===== config.mk =====
export PLATFORM = sky130hd
export DESIGN_NAME = icache_direct
export DESIGN_NICKNAME = d
export VERILOG_FILES = /design/src/rtl/icache_direct.sv
export SDC_FILE = /design/constraint.sdc
export NUM_CORES = 2
export LEC_CHECK = 0
export BUFFER_PORTS_ARGS = -buffer_cell sky130_fd_sc_hd__buf_4
export CORE_MARGIN = 4
export CORE_UTILIZATION = 42
export DETAILED_ROUTE_END_ITERATION = 12
export PLACE_DENSITY = 0.65
export SLEW_MARGIN = 20
export SYNTH_ARGS = -nofsm -noshare
export SYNTH_HDL_FRONTEND = slang
export SYNTH_SLANG_ARGS = --single-unit

===== constraint.sdc =====
create_clock -name clk -period 4.1 [get_ports clk]
set_input_delay 0.205 -clock clk [delete_from_list [all_inputs] [get_ports clk]]
set_output_delay 0.205 -clock clk [all_outputs]
set_load 0.01 [all_outputs]

===== src/rtl/icache_direct.sv =====
// ---------------------------------------------------------------------------
// icache_direct
//   Direct-mapped, read-only instruction cache between the MIPS fetch stage
//   and a multi-cycle main-memory read port. A hit returns the instruction
//   combinationally. A miss raises missstall and refills the whole line with
//   a blocking burst of single-word reads.
//
// Ports
//   clk        in   1   clock
//   reset      in   1   synchronous active-high reset
//   pcF        in  32   fetch address (bits [1:0] ignored)
//   instrF     out 32   instruction to the fetch/decode register (0 = nop on miss)
//   missstall  out  1   fetch word not available; freezes fetch and decode
//   flush      in   1   invalidate all lines
//   mem_req    out  1   word read request
//   mem_addr   out 32   word-aligned request address
//   mem_ready  in   1   mem_rdata valid; accepts the current request
//   mem_rdata  in  32   returned word
// ---------------------------------------------------------------------------
module icache_direct #(
  parameter int SETS  = 16,
  parameter int WORDS = 4
) (
  input  logic        clk,
  input  logic        reset,
  input  logic [31:0] pcF,
  output logic [31:0] instrF,
  output logic        missstall,
  input  logic        flush,
  output logic        mem_req,
  output logic [31:0] mem_addr,
  input  logic        mem_ready,
  input  logic [31:0] mem_rdata
);

  localparam int OFFW = $clog2(WORDS) + 2;
  localparam int IDXW = $clog2(SETS);
  localparam int TAGW = 32 - IDXW - OFFW;
  // The word counter needs at least one bit even for single-word lines.
  localparam int CNTW = (WORDS > 1) ? $clog2(WORDS) : 1;
  localparam int DAW  = $clog2(SETS * WORDS);
  localparam logic [CNTW-1:0] LAST_CNT = CNTW'(WORDS - 1);

  typedef enum logic [0:0] {
    IDLE   = 1'b0,
    REFILL = 1'b1
  } state_t;

  state_t            r_state;
  state_t            w_next_state;
  logic [SETS-1:0]   r_valid;
  logic [TAGW-1:0]   r_tag  [SETS];
  logic [31:0]       r_data [SETS*WORDS];
  logic [31:0]       r_missaddr;
  logic [CNTW-1:0]   r_cnt;
  logic              r_flush_pend;

  logic [TAGW-1:0]   w_tag;
  logic [IDXW-1:0]   w_idx;
  logic [CNTW-1:0]   w_word;
  logic [IDXW-1:0]   w_ms_idx;
  logic [DAW-1:0]    w_rd_addr;
  logic [DAW-1:0]    w_wr_addr;
  logic              w_hit;
  logic              w_fill_we;
  logic              w_fill_done;
  logic              w_unused_ok;

  // Lookup address fields of the current fetch address.
  assign w_tag  = pcF[31 -: TAGW];
  assign w_idx  = pcF[OFFW +: IDXW];
  assign w_word = (WORDS > 1) ? pcF[2 +: CNTW] : '0;

  // Line being refilled always comes from the latched miss address.
  assign w_ms_idx  = r_missaddr[OFFW +: IDXW];
  assign w_rd_addr = DAW'(32'(w_idx) * 32'(WORDS) + 32'(w_word));
  assign w_wr_addr = DAW'(32'(w_ms_idx) * 32'(WORDS) + 32'(r_cnt));

  // A flush forces the same-cycle lookup to miss.
  assign w_hit = r_valid[w_idx] && (r_tag[w_idx] == w_tag) && !flush;

  // Byte-offset bits of the PC play no part in an aligned word fetch.
  assign w_unused_ok = &{1'b0, pcF[1:0]};

  // Next-state, fetch-side outputs and memory request generation.
  always_comb begin
    w_next_state = r_state;
    instrF       = 32'h0000_0000;
    missstall    = 1'b1;
    mem_req      = 1'b0;
    mem_addr     = 32'h0000_0000;
    w_fill_we    = 1'b0;
    w_fill_done  = 1'b0;
    case (r_state)
      IDLE: begin
        if (w_hit) begin
          instrF    = r_data[w_rd_addr];
          missstall = 1'b0;
        end else begin
          w_next_state = REFILL;
        end
      end
      REFILL: begin
        mem_req  = 1'b1;
        mem_addr = r_missaddr + (32'(r_cnt) << 2);
        if (mem_ready) begin
          w_fill_we = 1'b1;
          if (r_cnt == LAST_CNT) begin
            w_fill_done  = 1'b1;
            w_next_state = IDLE;
          end else begin
            w_fill_done = 1'b0;
          end
        end else begin
          w_fill_we = 1'b0;
        end
      end
      default: begin
        w_next_state = IDLE;
      end
    endcase
  end

  // Control state: FSM, valid bits, word counter, pending flush, miss address.
  always_ff @(posedge clk) begin
    if (reset) begin
      r_state      <= IDLE;
      r_valid      <= '0;
      r_cnt        <= '0;
      r_flush_pend <= 1'b0;
      r_missaddr   <= 32'h0000_0000;
    end else begin
      r_state <= w_next_state;
      case (r_state)
        IDLE: begin
          r_cnt        <= '0;
          r_flush_pend <= 1'b0;
          if (flush) begin
            r_valid <= '0;
          end
          if (!w_hit) begin
            r_missaddr <= {pcF[31:OFFW], {OFFW{1'b0}}};
          end
        end
        REFILL: begin
          if (flush) begin
            r_flush_pend <= 1'b1;
          end
          if (mem_ready) begin
            r_cnt <= r_cnt + 1'b1;
          end
          if (w_fill_done) begin
            // A flush seen at any point of the burst leaves every line invalid.
            if (r_flush_pend || flush) begin
              r_valid <= '0;
            end else begin
              r_valid[w_ms_idx] <= 1'b1;
            end
            r_flush_pend <= 1'b0;
          end
        end
        default: begin
          r_state <= IDLE;
        end
      endcase
    end
  end

  // Tag array write at the end of a burst; contents need no reset.
  always_ff @(posedge clk) begin
    if (w_fill_done && !reset) begin
      r_tag[w_ms_idx] <= r_missaddr[31 -: TAGW];
    end
  end

  // Data array write, one word per accepted memory response.
  always_ff @(posedge clk) begin
    if (w_fill_we && !reset) begin
      r_data[w_wr_addr] <= mem_rdata;
    end
  end

endmodule


* Word level (Yosys, flattened, before mapping) *
Memories as Yosys holds them, arrays and structs flattened.
Cells that the tools add are included.

storage, ports and cells
  register bits after elaboration = 48
  bits in writable memories = 2,432
  output and inout bits = 66
  memories = 2

memories
  name    words  bits a word  read ports  clocked after memory_dff  write ports  line  RTL
  r_data  64     32           1           0                         1            53    logic [31:0] r_data [SETS*WORDS];
  r_tag   16     24           1           0                         1            52    logic [TAGW-1:0] r_tag [SETS];

operators by class
  $add $sub $neg = 4
  order comparisons = 3
  equal/unequal tests = 6
  muxes and demuxes = 31
  bitwise gates (word level) = 3
  reductions and logical operators = 10

operator list
  kind                                                                          count
  32-bit 2-to-1 mux                                                             3
  16-bit 2-to-1 mux                                                             3
  32-bit by 4-bit adder with 32-bit output                                      1
  16-bit case mux with 2 select lines                                           1
  24-bit equality test                                                          1
  1-bit 2-to-1 mux                                                              18
  16-bit OR                                                                     1
  6-bit by 2-bit adder with 6-bit output                                        2
  4-bit by 5-bit less-than comparator with 1-bit output, second input constant  2
  1-bit logical AND                                                             5
  1-bit binary-select mux with 4-bit select                                     1
  1-bit demux with 4-bit select                                                 1
  4-bit by 1-bit >= comparator with 1-bit output, second input constant         1
  2-bit != test, second input constant                                          2
  1-bit case mux with 2 select lines                                            2
  2-bit case mux with 2 select lines                                            1
  2-bit AND reduction                                                           2
  3-bit by 2-bit != test with 1-bit output, second input constant               1
  2-bit by 1-bit adder with 2-bit output, second input constant                 1
  2-bit equality test, second input constant                                    1
  1-bit logical NOT                                                             2
  2-bit 2-to-1 mux                                                              1
  2-bit by 1-bit != test with 1-bit output, second input constant               1
  1-bit NOT                                                                     2
  1-bit logical OR                                                              1

* Longest topological paths before layout *
  depth after elaboration = 8
  mapped depth = 15

* Worst setup path before layout *
No wires, ideal clock.

  path kind = reg2reg
  from = register r_state
  to = memory r_data[30][0], enable pin
  library setup time = 0.421 ns
  arrival time = 2.794 ns
  required time = 3.679 ns
  setup slack = 0.884 ns
  stages on the path, launching flop included = 8
  path buffers = 1
  period minus slack after synthesis = 3.216 ns
  path through = dfxtp_1 clkbuf_1 inv_1 nor2_1 nand2_1 nor2_1 nand3_1 nor2_1

between the ends
  word-level cells in the longest chain between the ends = 4

RTL lines
  item                                    line  RTL
  start, declared                         49    state_t r_state;
  start signal, assigned                  133   r_state <= w_next_state;
  1-bit 2-to-1 mux                        94    case (r_state)
  1-bit logical AND                       178   if (w_fill_we && !reset) begin
  1-bit 2-to-1 mux                        178
  1-bit 2-to-1 mux (implied by the code)  179   r_data[w_wr_addr] <= mem_rdata;
  end, declared                           53

No other way between the ends.

* Final worst setup path *
  from = memory r_tag[14][5] (netlist bit)
  to = output instrF[26]

between the ends
  word-level cells in the longest chain between the ends = 6

RTL lines
  item                            line  RTL
  start, declared                 52
  memory 16 x 24 bit              n/a
  24-bit equality test            80    assign w_hit = r_valid[w_idx] && (r_tag[w_idx] == w_tag) && !flush;
  1-bit logical AND (2 in a row)  80
  32-bit 2-to-1 mux               96    if (w_hit) begin
  32-bit 2-to-1 mux               94
  end, declared                   27    output logic [31:0] instrF,

No other way between the ends.

==> metrics.txt <==
initial antenna violation count 24; CP arrival 4.18 ns; internal power consumption 0.0415 W; crit-path max cell delay 0.50 ns; Synth-to-Final Area Change 16.0%; final hold vios 0; register area share after synthesis 0.776; post-synthesis register bit count 2480; Crit Path Class reg2out; Fmax 0.228 GHz; Hold/Removal Path Class in2reg; DP Wirelength 124000 µm; Pwr Density 473 nW/µm²; setup violators final 33; Sink Count 2480; Post-synth top flop edfxtp_1; commonest non-fill, non-tap cell in the layout edfxtp_1; Sw Pwr 0.0108 W; synthesized area 95300 µm²; Routed Antenna Nets 0; RR Endpoint r_state$_SDFF_PP0_; # rows 174; CP max stage cell mux4_2; DR iter-0 viols 4920; worst-margin pin slew 1.09 ns; leak pwr 34.4 nW; Remaining DRCs 0; clock share of power 0.418; HP Start pcF[5]; vias post-DR 43100; cts bufs inserted 236; Synth Warn # 0; Peak VDD IR 504 µV; final max-slew violation count 0; final WL 216000 µm; Comb pwr share 0.047; first-pass GRT wire length 314000 µm; Total Nets Final 4428; Top Ports 134; Sw Ratio 0.206; Worst EP required 3.89 ns; Final Critical Period 4.38 ns; vias in the first global route 44500; reg2reg setup slack 0.68 ns; R2R depth 11; Worst setup EP type primary output; hold depth 4; reg2reg start r_tag[14][5]$_DFFE_PP_; sequential power share 0.535; violated checks setup timing; final worst setup slack -0.281 ns; H-tree depth 4; Die H 484 µm; CTS clk-pin slew, worst paths 0.06 ns; worst setup path start r_tag[14][5]$_DFFE_PP_; number of synthesized flops with an enable pin 2432; clock root cell clkbuf_16; WL/cell 28.6 µm; Max Cap Violations 0; Die Wd 484 µm; placed cells 7047; CTS tree done; Max FO, Critical Path 15; Avg Inst Size Synth 24.3 µm²; Hold Path End r_missaddr[5]$_SDFFE_PP0P_; ys async rst share 0; vias per std cell 5.70; dpl ws -0.0747 ns; Pwr Total 0.0523 W; skew final 0.0673 ns; status finished, violations left; RSZ-0062 raised after global routing true; Syn Inst Count 3927; Worst slew margin 0.273; GRT Overall Usage 0.184; CP cell instances mux4_2, mux4_2, xnor2_2, nand4_1, a2111oi_4, buf_4, nand4_1, buf_6, buf_12, nor2b_2, buf_4, buf_6; global route overflow 0; area of the die 235000 µm²; GRT busiest layer met2; layout cell share with drive strength beyond 1 0.340; largest net degree at the start of global routing 109; Distinct cells, synth 55; commonest cells after routing, fill and taps aside 2432 x edfxtp_1, 770 x mux4_2, 275 x buf_4; CTS max path bufs 3; total iterations of the first detailed-routing run 5; Min Hold Slack 0.0818 ns; RePlAce Congestion 0.772; Skew-Pair Late Insertion Delay 0.88 ns; Initial Utilization 0.423; GR met3 Demand/Resource 0.0357; fin crit share 1.07; Cell Count, Final, Fillers Out 7565; core area 225000 µm²; Layout Utilization 0.491; grt met2 use 0.306; IO buf count 129; met1 global-route usage 0.250; critical path startpoint category register
[timing repair]
action	in CTS	in global routing
setup buffers	4	0
pin swaps	4	2
cloned	0	0
endpoints found under the hold margin	2079	0
resized for setup	8	9
hold buffers	61	0
endpoints found under the setup margin	33	33
[stage by stage]
step / instance area, µm² / TNS (ns)
after floorplan: 95300 / 0
after global placement: 102000 / -0.116
final: 111000 / -6.98
after CTS: 111000 / -9.94
after global routing: 111000 / -14.61
after detailed placement: 102000 / -0.0781
[synthesized netlist by cell type (5+ instances only)]
cell      instances  area [µm²]
edfxtp_1       2432       73000
mux4_2          770       17300
clkbuf_1        137         514
nor2_1          111         417
mux2i_1          72         721
nand2b_1         58         363
dfxtp_1          48         961
nor2b_1          38         238
and2_1           34         213
buf_2            29         145
buf_1            23        86.3
xnor2_1          23         201
nand2_1          22        82.6
a21oi_1          21         105
xor2_1           14         123
buf_6            11         124
nand3_1           8        40.0
buf_4             7        52.6
inv_1             6        22.5
and3_1            5        31.3
[how the worst max path moves through the flow]
stage                                    endpoint  cells after the start  slack [ns]
final                                  instrF[26]                     12       -0.28
after global routing                   instrF[16]                     12       -0.51
after detailed placement               instrF[26]                     14       -0.07
after floorplan           r_data[30][0]$_DFFE_PP_                      7        0.88
after global placement                 instrF[26]                     14       -0.08
after CTS                              instrF[26]                     12       -0.38
[final cells by class]
class	instances	area, µm²
Tap cell	2992	3740
Multi-Input combinational cell	1230	21000
Clock inverter	161	1700
Antenna cell	7	17.5
Sequential cell	2480	74000
Fill cell	17500	115000
Clock buffer	284	6160
Timing Repair Buffer	403	3970
Inverter	8	40.0
[logic make-up (layout without fill, tap and decap cells)]
family                     count (synthesis)  count (layout)  share of synthesized area
AOI/OAI and AO/OA                         47              47                    0.00327
xor gates and xnor gates                  37              37                    0.00340
adders and majority gates                  1               1                   0.000131
buffers and inverters                    218             856                     0.0106
DFF                                     2480            2480                      0.776
muxes                                    845             845                      0.190
other                                      1               9                  0.0000393
and+or+nand+nor                          298             298                     0.0162
[flip-flops by register name, summed over array words and instances (netlist names)]
register and flops:
r_cnt 2, r_data 2048, r_flush_pend 1, r_missaddr 28
r_state 1, r_tag 384, r_valid 16
[critical path, delay by kind of cell (launching register included)]
kind | cells | cell delay [ns]
XOR/XNOR | 1 | 0.20
flip-flops | 1 | 0.38
buffers and inverters | 5 | 0.87
AO/OA/AOI/OAI | 1 | 0.21
multiplexers | 2 | 0.98
AND/OR/NAND/NOR | 3 | 0.66
[routing by layer]
layer | part of all wire | wire length, µm
met1 | 0.40 | 86700
met2 | 0.50 | 109000
met3 | 0.073 | 15700
met4 | 0.024 | 5110
met5 | 0.00018 | 39
[power by group through the flow]
| stage | combinational (W) | sequential [W] | clock (W) |
|---|---|---|---|
| 2_1_floorplan | 0.00141 | 0.0285 | 0 |
| 3_3_place_gp | 0.00240 | 0.0285 | 0 |
| 3_5_place_dp | 0.00244 | 0.0285 | 0 |
| 4_1_cts | 0.00250 | 0.0280 | 0.0223 |
| 5_1_grt | 0.00263 | 0.0280 | 0.0234 |
| 6_report | 0.00247 | 0.0280 | 0.0219 |
Power figures use the tool's default switching activity.
